**src/rtl/id_pkg.sv**
```systemverilog
// Shared types for the decode-to-execute stage.
// Register-index widths, opcode encoding and stage bundles.
package id_pkg;

    localparam int REG_AW   = 3;
    localparam int NUM_REGS = 8;
    localparam int ARQ_W    = 16;
    localparam int OPC_W    = 5;

    typedef enum logic [OPC_W-1:0] {
        OP_NOP = 5'd0,
        OP_ADD = 5'd1,
        OP_SUB = 5'd2,
        OP_AND = 5'd3,
        OP_OR  = 5'd4,
        OP_XOR = 5'd5,
        OP_LD  = 5'd6,
        OP_ST  = 5'd7
    } opcode_t;

    typedef struct packed {
        logic [OPC_W-1:0]  opcode;
        logic [REG_AW-1:0] src1;
        logic [REG_AW-1:0] src2;
        logic [REG_AW-1:0] dst;
        logic [ARQ_W-1:0]  imm;
        logic              wr;
    } id_bundle_t;

    typedef struct packed {
        logic [OPC_W-1:0]  opcode;
        logic [REG_AW-1:0] dst;
        logic [ARQ_W-1:0]  imm;
        logic              wr;
    } id_ex_t;

    function automatic logic [NUM_REGS-1:0] reg_onehot(
        input logic [REG_AW-1:0] idx
    );
        return NUM_REGS'(1) << idx;
    endfunction

endpackage

```
**src/rtl/id_scoreboard.sv**
```systemverilog
// Pending-write scoreboard with combinational RAW hazard detect.
// SB_BYPASS_EN: a retiring writeback hides its own bit from the hazard check.
module id_scoreboard
    import id_pkg::*;
(
    input  logic                clk,
    input  logic                rst,
    input  logic                set_en_i,
    input  logic [REG_AW-1:0]   set_idx_i,
    input  logic                clr_en_i,
    input  logic [REG_AW-1:0]   clr_idx_i,
    input  logic [NUM_REGS-1:0] flush_clr_i,
    input  logic [REG_AW-1:0]   src1_i,
    input  logic [REG_AW-1:0]   src2_i,
    input  logic [REG_AW-1:0]   src3_i,
    output logic                hazard_o
);

    logic [NUM_REGS-1:0] sb_q;
    logic [NUM_REGS-1:0] sb_d;
    logic [NUM_REGS-1:0] busy;

    // Next scoreboard: clears first, then the issuing writer's set wins.
    always_comb begin
        sb_d = sb_q;
        if (clr_en_i) begin
            sb_d = sb_d & ~reg_onehot(clr_idx_i);
        end
        sb_d = sb_d & ~flush_clr_i;
        if (set_en_i) begin
            sb_d = sb_d | reg_onehot(set_idx_i);
        end
    end

    // Bits that still block a reader this cycle.
    always_comb begin
`ifdef SB_BYPASS_EN
        busy = sb_q;
        if (clr_en_i) begin
            busy = sb_q & ~reg_onehot(clr_idx_i);
        end
`else
        busy = sb_q;
`endif
        hazard_o = busy[src1_i] | busy[src2_i] | busy[src3_i];
    end

    // Scoreboard state register.
    always_ff @(posedge clk or posedge rst) begin
        if (rst) begin
            sb_q <= '0;
        end else begin
            sb_q <= sb_d;
        end
    end

endmodule

```
**src/rtl/id_ex_pipe_reg.sv**
```systemverilog
// Decode-to-execute stage: S0 waits on the bank read, S1 feeds EX.
// Optional same-cycle writeback bypass of the scoreboard: SB_BYPASS_EN.
module id_ex_pipe_reg
    import id_pkg::*;
#(
    parameter int ARQ = ARQ_W,
    parameter int OPW = OPC_W
) (
    input  logic              clk,
    input  logic              rst,
    input  logic              flush,
    input  logic              id_valid,
    output logic              id_ready,
    input  logic [OPW-1:0]    id_opcode,
    input  logic [REG_AW-1:0] id_src1,
    input  logic [REG_AW-1:0] id_src2,
    input  logic [REG_AW-1:0] id_dst,
    input  logic [ARQ-1:0]    id_imm,
    input  logic              id_wr,
    output logic              rb_read_en,
    input  logic [ARQ-1:0]    rb_src1_data,
    input  logic [ARQ-1:0]    rb_src2_data,
    input  logic [ARQ-1:0]    rb_src3_data,
    output logic              ex_valid,
    input  logic              ex_ready,
    output logic [OPW-1:0]    ex_opcode,
    output logic [ARQ-1:0]    ex_op1,
    output logic [ARQ-1:0]    ex_op2,
    output logic [ARQ-1:0]    ex_op3,
    output logic [ARQ-1:0]    ex_imm,
    output logic [REG_AW-1:0] ex_dst,
    output logic              ex_wr,
    input  logic              wb_en,
    input  logic [REG_AW-1:0] wb_dst
);

    id_bundle_t          id_b;
    id_ex_t              s0_q, s0_d, s1_q, s1_d;
    logic                s0_v_q, s0_v_d, s1_v_q, s1_v_d;
    logic [ARQ-1:0]      op1_q, op1_d, op2_q, op2_d, op3_q, op3_d;
    logic                hazard, ex_fire, s0_adv, accept;
    logic [NUM_REGS-1:0] flush_clr;

    assign id_b = '{opcode: id_opcode, src1: id_src1, src2: id_src2,
                    dst: id_dst, imm: id_imm, wr: id_wr};

    assign ex_fire    = s1_v_q & ex_ready;
    assign s0_adv     = s0_v_q & (~s1_v_q | ex_ready);
    assign id_ready   = ~flush & ~hazard & (~s0_v_q | s0_adv);
    assign accept     = id_valid & id_ready;
    assign rb_read_en = accept;

    assign ex_valid  = s1_v_q;
    assign ex_opcode = s1_q.opcode;
    assign ex_imm    = s1_q.imm;
    assign ex_dst    = s1_q.dst;
    assign ex_wr     = s1_q.wr;
    assign ex_op1    = op1_q;
    assign ex_op2    = op2_q;
    assign ex_op3    = op3_q;

    // On flush, release the bits of writers being killed; a handshaked S1 survives.
    always_comb begin
        flush_clr = '0;
        if (flush && s0_v_q && s0_q.wr) begin
            flush_clr = flush_clr | reg_onehot(s0_q.dst);
        end
        if (flush && s1_v_q && s1_q.wr && !ex_ready) begin
            flush_clr = flush_clr | reg_onehot(s1_q.dst);
        end
    end

    id_scoreboard u_sb (
        .clk         (clk),
        .rst         (rst),
        .set_en_i    (accept & id_wr),
        .set_idx_i   (id_dst),
        .clr_en_i    (wb_en),
        .clr_idx_i   (wb_dst),
        .flush_clr_i (flush_clr),
        .src1_i      (id_src1),
        .src2_i      (id_src2),
        .src3_i      (id_dst),
        .hazard_o    (hazard)
    );

    // Next state for S0 and S1; flush kills both valids.
    always_comb begin
        s0_v_d = s0_v_q;
        s0_d   = s0_q;
        s1_v_d = s1_v_q;
        s1_d   = s1_q;
        op1_d  = op1_q;
        op2_d  = op2_q;
        op3_d  = op3_q;
        if (s0_adv) begin
            s0_v_d = 1'b0;
        end
        if (accept) begin
            s0_v_d = 1'b1;
            s0_d   = '{opcode: id_b.opcode, dst: id_b.dst,
                       imm: id_b.imm, wr: id_b.wr};
        end
        if (ex_fire) begin
            s1_v_d = 1'b0;
        end
        if (s0_adv) begin
            s1_v_d = 1'b1;
            s1_d   = s0_q;
            op1_d  = rb_src1_data;
            op2_d  = rb_src2_data;
            op3_d  = rb_src3_data;
        end
        if (flush) begin
            s0_v_d = 1'b0;
            s1_v_d = 1'b0;
        end
    end

    // Stage registers.
    always_ff @(posedge clk or posedge rst) begin
        if (rst) begin
            s0_v_q <= 1'b0;
            s1_v_q <= 1'b0;
            s0_q   <= '0;
            s1_q   <= '0;
            op1_q  <= '0;
            op2_q  <= '0;
            op3_q  <= '0;
        end else begin
            s0_v_q <= s0_v_d;
            s1_v_q <= s1_v_d;
            s0_q   <= s0_d;
            s1_q   <= s1_d;
            op1_q  <= op1_d;
            op2_q  <= op2_d;
            op3_q  <= op3_d;
        end
    end

endmodule
```
**config.mk**
```make
export PLATFORM = sky130hd
export DESIGN_NAME = id_ex_pipe_reg
export DESIGN_NICKNAME = d
export VERILOG_FILES = /design/src/rtl/id_pkg.sv /design/src/rtl/id_scoreboard.sv /design/src/rtl/id_ex_pipe_reg.sv
export SDC_FILE = /design/constraint.sdc
export NUM_CORES = 1
export LEC_CHECK = 0
export ABC_CLOCK_PERIOD_IN_PS = 4600
export BUFFER_PORTS_ARGS = -buffer_cell sky130_fd_sc_hd__buf_4
export CORE_MARGIN = 5
export CORE_UTILIZATION = 33
export DETAILED_ROUTE_END_ITERATION = 8
export PLACE_DENSITY = 0.67
export SYNTH_ARGS = -nofsm -noshare
export SYNTH_HDL_FRONTEND = slang
export SYNTH_SLANG_ARGS = --single-unit
```
**constraint.sdc**
```tcl
create_clock -name clk -period 4.6 [get_ports clk]
set_input_delay 1.15 -clock clk [delete_from_list [all_inputs] [get_ports clk]]
set_output_delay 1.15 -clock clk [all_outputs]
set_load 0.02 [all_outputs]
```
* Word level (Yosys, flattened, before mapping)
Index checks and enable logic that the tools add are counted.
** Word-level totals
- Bits in registers :: 108
- Bits of input ports :: 88
- Output and inout bits :: 76
- Logic and storage cells :: 65
** Operators by class
- $lt $le $gt $ge :: 3
- Shift operators :: 4
- Multiplexer cells :: 16
- Bitwise gates (word level) :: 20
- Reductions and logical operators :: 8
** Operators with widths (number)
- 2-to-1 mux 8 bit :: 4
- left shift 1 x 3 -> 8 bit, first input constant :: 4
- bitwise AND 8 bit :: 2
- NOT 8 bit :: 2
- bitwise OR 8 bit :: 2
- less-than comparator 3 x 4 -> 1 bit, second input constant :: 3
- binary-select mux 1 bit (select 3 bit) :: 3
- 2-to-1 mux 1 bit :: 9
- bitwise AND 1 bit :: 6
- nonzero test 3 bit :: 2
- logical AND 1 bit :: 5
- NOT 1 bit :: 4
- bitwise OR 1 bit :: 4
- logical NOT 1 bit :: 1

* Logic depth before layout (Yosys ltp)
- Word-level depth :: 10
- Gate-level depth with buffers :: 7
- Depth with buffers taken out :: 5

* Modules after synthesis
From an unflattened synthesis, not the netlist that was laid out.
** Unflattened totals
- Cell total of the unflattened synthesis :: 292
- Area total of the unflattened synthesis :: 4885.9 um^2
** Modules (own cells, without submodules)
- id_ex_pipe_reg :: instances 1, cells an instance 239, area each 4299.1 um^2, seq. area each 2502.4 um^2
- id_scoreboard :: instances 1, cells an instance 53, area each 586.8 um^2, seq. area each 200.2 um^2

* Worst setup path before layout
Ideal clock, no wire load.
- Path type :: input to output
- From :: input id_dst[0]
- To :: output rb_read_en
- Arrival :: 2982 ps
- Required time :: 3450 ps
- Path slack :: 468 ps
- Stages :: 7
- Buffers on the path :: 2
- Path through :: buf_2 -> mux4_2 -> mux2_2 -> nor4b_4 -> nand4_4 -> buf_4 -> inv_1
** On the way
- Cells in the longest elaborated chain, start to end :: 7
** RTL lines
- from (decl) :: line id_ex_pipe_reg.sv:17 : input logic [REG_AW-1:0] id_dst,
- binary-select mux 1 bit (select 3 bit) :: line id_scoreboard.sv:45 : hazard_o = busy[src1_i] | busy[src2_i] | busy[src3_i];
- 2-to-1 mux 1 bit (not written as such) :: line id_scoreboard.sv:45
- bitwise OR 1 bit :: line id_scoreboard.sv:45
- NOT 1 bit :: line id_ex_pipe_reg.sv:49 : assign id_ready = ~flush & ~hazard & (~s0_v_q | s0_adv);
- bitwise AND 1 bit (2 in series) :: line id_ex_pipe_reg.sv:49
- bitwise AND 1 bit :: line id_ex_pipe_reg.sv:50 : assign accept = id_valid & id_ready;
- to (decl) :: line id_ex_pipe_reg.sv:20 : output logic rb_read_en,
No other way between the ends. The select of a mux whose other input is x is not followed.

* Final worst setup path
Ends and elaborated chain as after synthesis.

==> impl_metrics.py <==
metrics = {
    "synth": {
        "mappedNetlistNets": 393,
        "synth_area_um2": 4592,
        "yosysTopAreaCellShare": 0.5886,
        "ys_ff_latch": 108,
        "synth.distinct_cells": 38,
        "post-synth-top-area-cell": "dfrtp_1",
        "ys_top_cells_by_area": "dfrtp_1, mux2_2, mux2_4",
        "yosysWarnings": 0,
        "syn_avg_cell_area_um2": 15.06,
        "seq_area_frac_synth": 0.5886,
        "syn_inst": 305,
    },
    "run_status": {
        "outcome": "finished clean",
    },
    "finish": {
        "fillerInstances": 1291,
        "fin_nets": 552,
        "final_common_cell": "buf_4",
        "drive_gt1_frac": 0.6103,
        "layout_common_cells": "buf_4, dfrtp_1, mux2_2",
        "fin_cells": 647,
        "antenna_cells": 0,
        "areaGrowthSynthToFinish_pct": 36.62,
        "stdcell_area_um2": 6274,
    },
    "worst_setup_path": {
        "critical_path_class": "input pin to output port",
        "crit_path_start_kind": "input pin",
        "reg2reg_depth": 6,
        "reg2reg_from": "u_sb.busy[2]",
        "r2r_slack_ns": 2.02,
        "worst_ep_required_time_ns": 3.45,
        "crit_fanout": 8,
        "crit_path_end_kind": "output port",
        "critical_path_arrival_ns": 2.84,
        "r2r_end": "s0_q[2]",
    },
    "timing": {
        "slew_headroom": 0.3078,
        "fin_worst_skew_ns": 0.003949,
        "period_share": 0.8685,
        "fin_crit_ns": 3.995,
        "whs_ns": 0.4930,
        "rsz0062_at_grt": "false",
        "setup_tns_ns": 0,
        "finalSetupViolCount": 0,
        "fmax_ghz": 0.2503,
        "slew_viol_final": 0,
        "finalHoldViolCount": 0,
        "tightestPinTransition_ns": 1.038,
    },
    "grt": {
        "grt_overflow": 0,
        "antenna_found_initial": 0,
        "grt_pass1_vias": 3404,
        "grt_pass1_wl_mm": 17.46,
        "grt.total_usage": 0.1335,
        "grt_max_degree": 86,
    },
    "pwr": {
        "irDropWorstVdd_v": 0.0002696,
        "power.total_mw": 4.271,
        "power_density_nw_per_um2": 680.8,
        "p_leak_nw": 2.942,
    },
    "clock_tree": {
        "tritoncts": "yes",
        "cts.repair.resized": 0,
        "cts_root_buf": "clkbuf_16",
        "cts_made_buffers": 9,
        "clock_latency_ns": 0.34,
        "cts_max_path_buffers": 2,
        "cts.clk_slew.worst_paths_ns": 0.06,
        "post_cts_buffers": 0,
        "cts.htree.levels": 3,
        "postCtsHoldBufs": 0,
        "clock_sinks": 108,
    },
    "die": {
        "core_um2": 13770,
        "die_w_um": 128.0,
        "io-pin-count": 164,
        "start_util": 0.3334,
        "num_rows": 43,
        "die_h_um": 128.0,
        "die-area_um2": 16370,
    },
    "hold_path": {
        "hp-start": "s0_q[15]",
        "hold_path.class": "flip-flop to flip-flop",
        "hold_end": "s0_q[15]",
        "min_delay_path_depth": 1,
    },
    "detailed_routing": {
        "wl_met2_mm": 5.389,
        "wl_met1_mm": 4.355,
        "routed_wl_mm": 10.77,
        "met3WireLength_um": 818,
        "antenna_left": 0,
        "drt_iter0_markers": 143,
        "firstDrtPassIters": 4,
        "top_layer_used": "met4",
        "viasPerCell": 4.813,
        "vias": 3114,
        "drt-wirelength-per-cell_um": 16.65,
        "drc": 0,
    },
    "placed_design": {
        "gp_congestion": 0.8527,
        "placed_cells": 633,
        "placed_area_um2": 5982,
        "io_buffer_count": 163,
        "hpwl_mm": 7.758,
    },
    "job": {
        "maxCapViolations": 0,
    },
}
-- synth_stat cells --
master / n
nor3_1: 2
nand2_1: 9
o221a_2: 1
mux2_2: 79
nand4_1: 3
o31ai_1: 3
o22ai_1: 2
and3_1: 1
buf_6: 2
nor3b_1: 1
mux2i_1: 7
o2111ai_1: 1
buf_2: 1
dfrtp_1: 108
a221o_1: 2
a311oi_1: 1
mux4_2: 3
a21oi_1: 1
nand3b_1: 2
mux2_4: 15
nand2b_1: 7
nand3_1: 3
a31o_2: 1
o21a_1: 1
nand4_4: 1
clkbuf_1: 13
nor2b_1: 3
o311ai_0: 1
o41ai_2: 4
nor2_1: 8
o21ai_0: 4
inv_1: 4
nor4b_4: 1
a41o_1: 1
mux2_1: 6
o221ai_1: 1
o32ai_1: 1
buf_4: 1
-- cells by family after synthesis --
logic type | Yosys count | synth area share
flops | 108 | 0.5886
mux | 110 | 0.2875
buf+inv | 21 | 0.02152
simple gates | 41 | 0.05313
compound gates | 25 | 0.04932
-- critical path, cell delays in order --
cell	delay, ns
buf_4	0.15
mux4_2	0.50
mux2_2	0.30
nor4b_4	0.36
nand4_4	0.16
inv_1	0.09
buf_4	0.14
-- state kept, by name (all words and copies together), names as in the netlist, 3 cells and up --
| name | cells |
|---|---|
| ex_op3 | 16 |
| ex_imm | 16 |
| ex_dst | 3 |
| ex_op2 | 16 |
| u_sb.busy | 8 |
| ex_op1 | 16 |
| s0_q | 25 |
| ex_opcode | 5 |
-- per-stage QoR --
step / worst slack (ns) / utilization
2_1_floorplan: 0.4680 / -
3_3_place_gp: 0.6139 / 0.4343
3_5_place_dp: 0.5856 / 0.4343
4_1_cts: 0.5835 / 0.4555
5_1_grt: 0.5217 / 0.4555
6_report: 0.6050 / 0.4555
-- report_power, final --
part / internal [mW] / switching, mW / total [mW]
Clock: 0.445 / 0.322 / 0.767
Combinational: 0.944 / 0.854 / 1.80
Sequential: 1.41 / 0.295 / 1.71
Total: 2.80 / 1.47 / 4.27
-- layout make-up --
type | instances | area (um^2) | area share
multi-input combinational | 176 | 1798 | 0.2866
clock inverter | 2 | 35.03 | 0.005584
clock buffer | 12 | 256.5 | 0.04089
sequential | 108 | 2703 | 0.4308
tap | 180 | 225.2 | 0.03590
timing repair buffer | 165 | 1239 | 0.1974
inverter | 4 | 17.52 | 0.002792
-- routing by layer --
layer	vias to the layer above	track usage
li1	1420	-
met1	1566	0.1612
met2	110	0.2221
met3	18	0.04000
met4	0	0.05618
met5	-	0
-- worst max-delay path by stage --
stage / startpoint / endpoint / slack (ns) / cells after the start
6_report: id_dst[0] / rb_read_en / 0.61 / 7
5_1_grt: id_dst[0] / rb_read_en / 0.52 / 7
4_1_cts: id_dst[0] / rb_read_en / 0.58 / 7
3_5_place_dp: id_dst[0] / rb_read_en / 0.59 / 7
3_3_place_gp: id_dst[0] / rb_read_en / 0.61 / 7
2_1_floorplan: id_dst[0] / rb_read_en / 0.47 / 7
(Power assumes the default switching activity.)
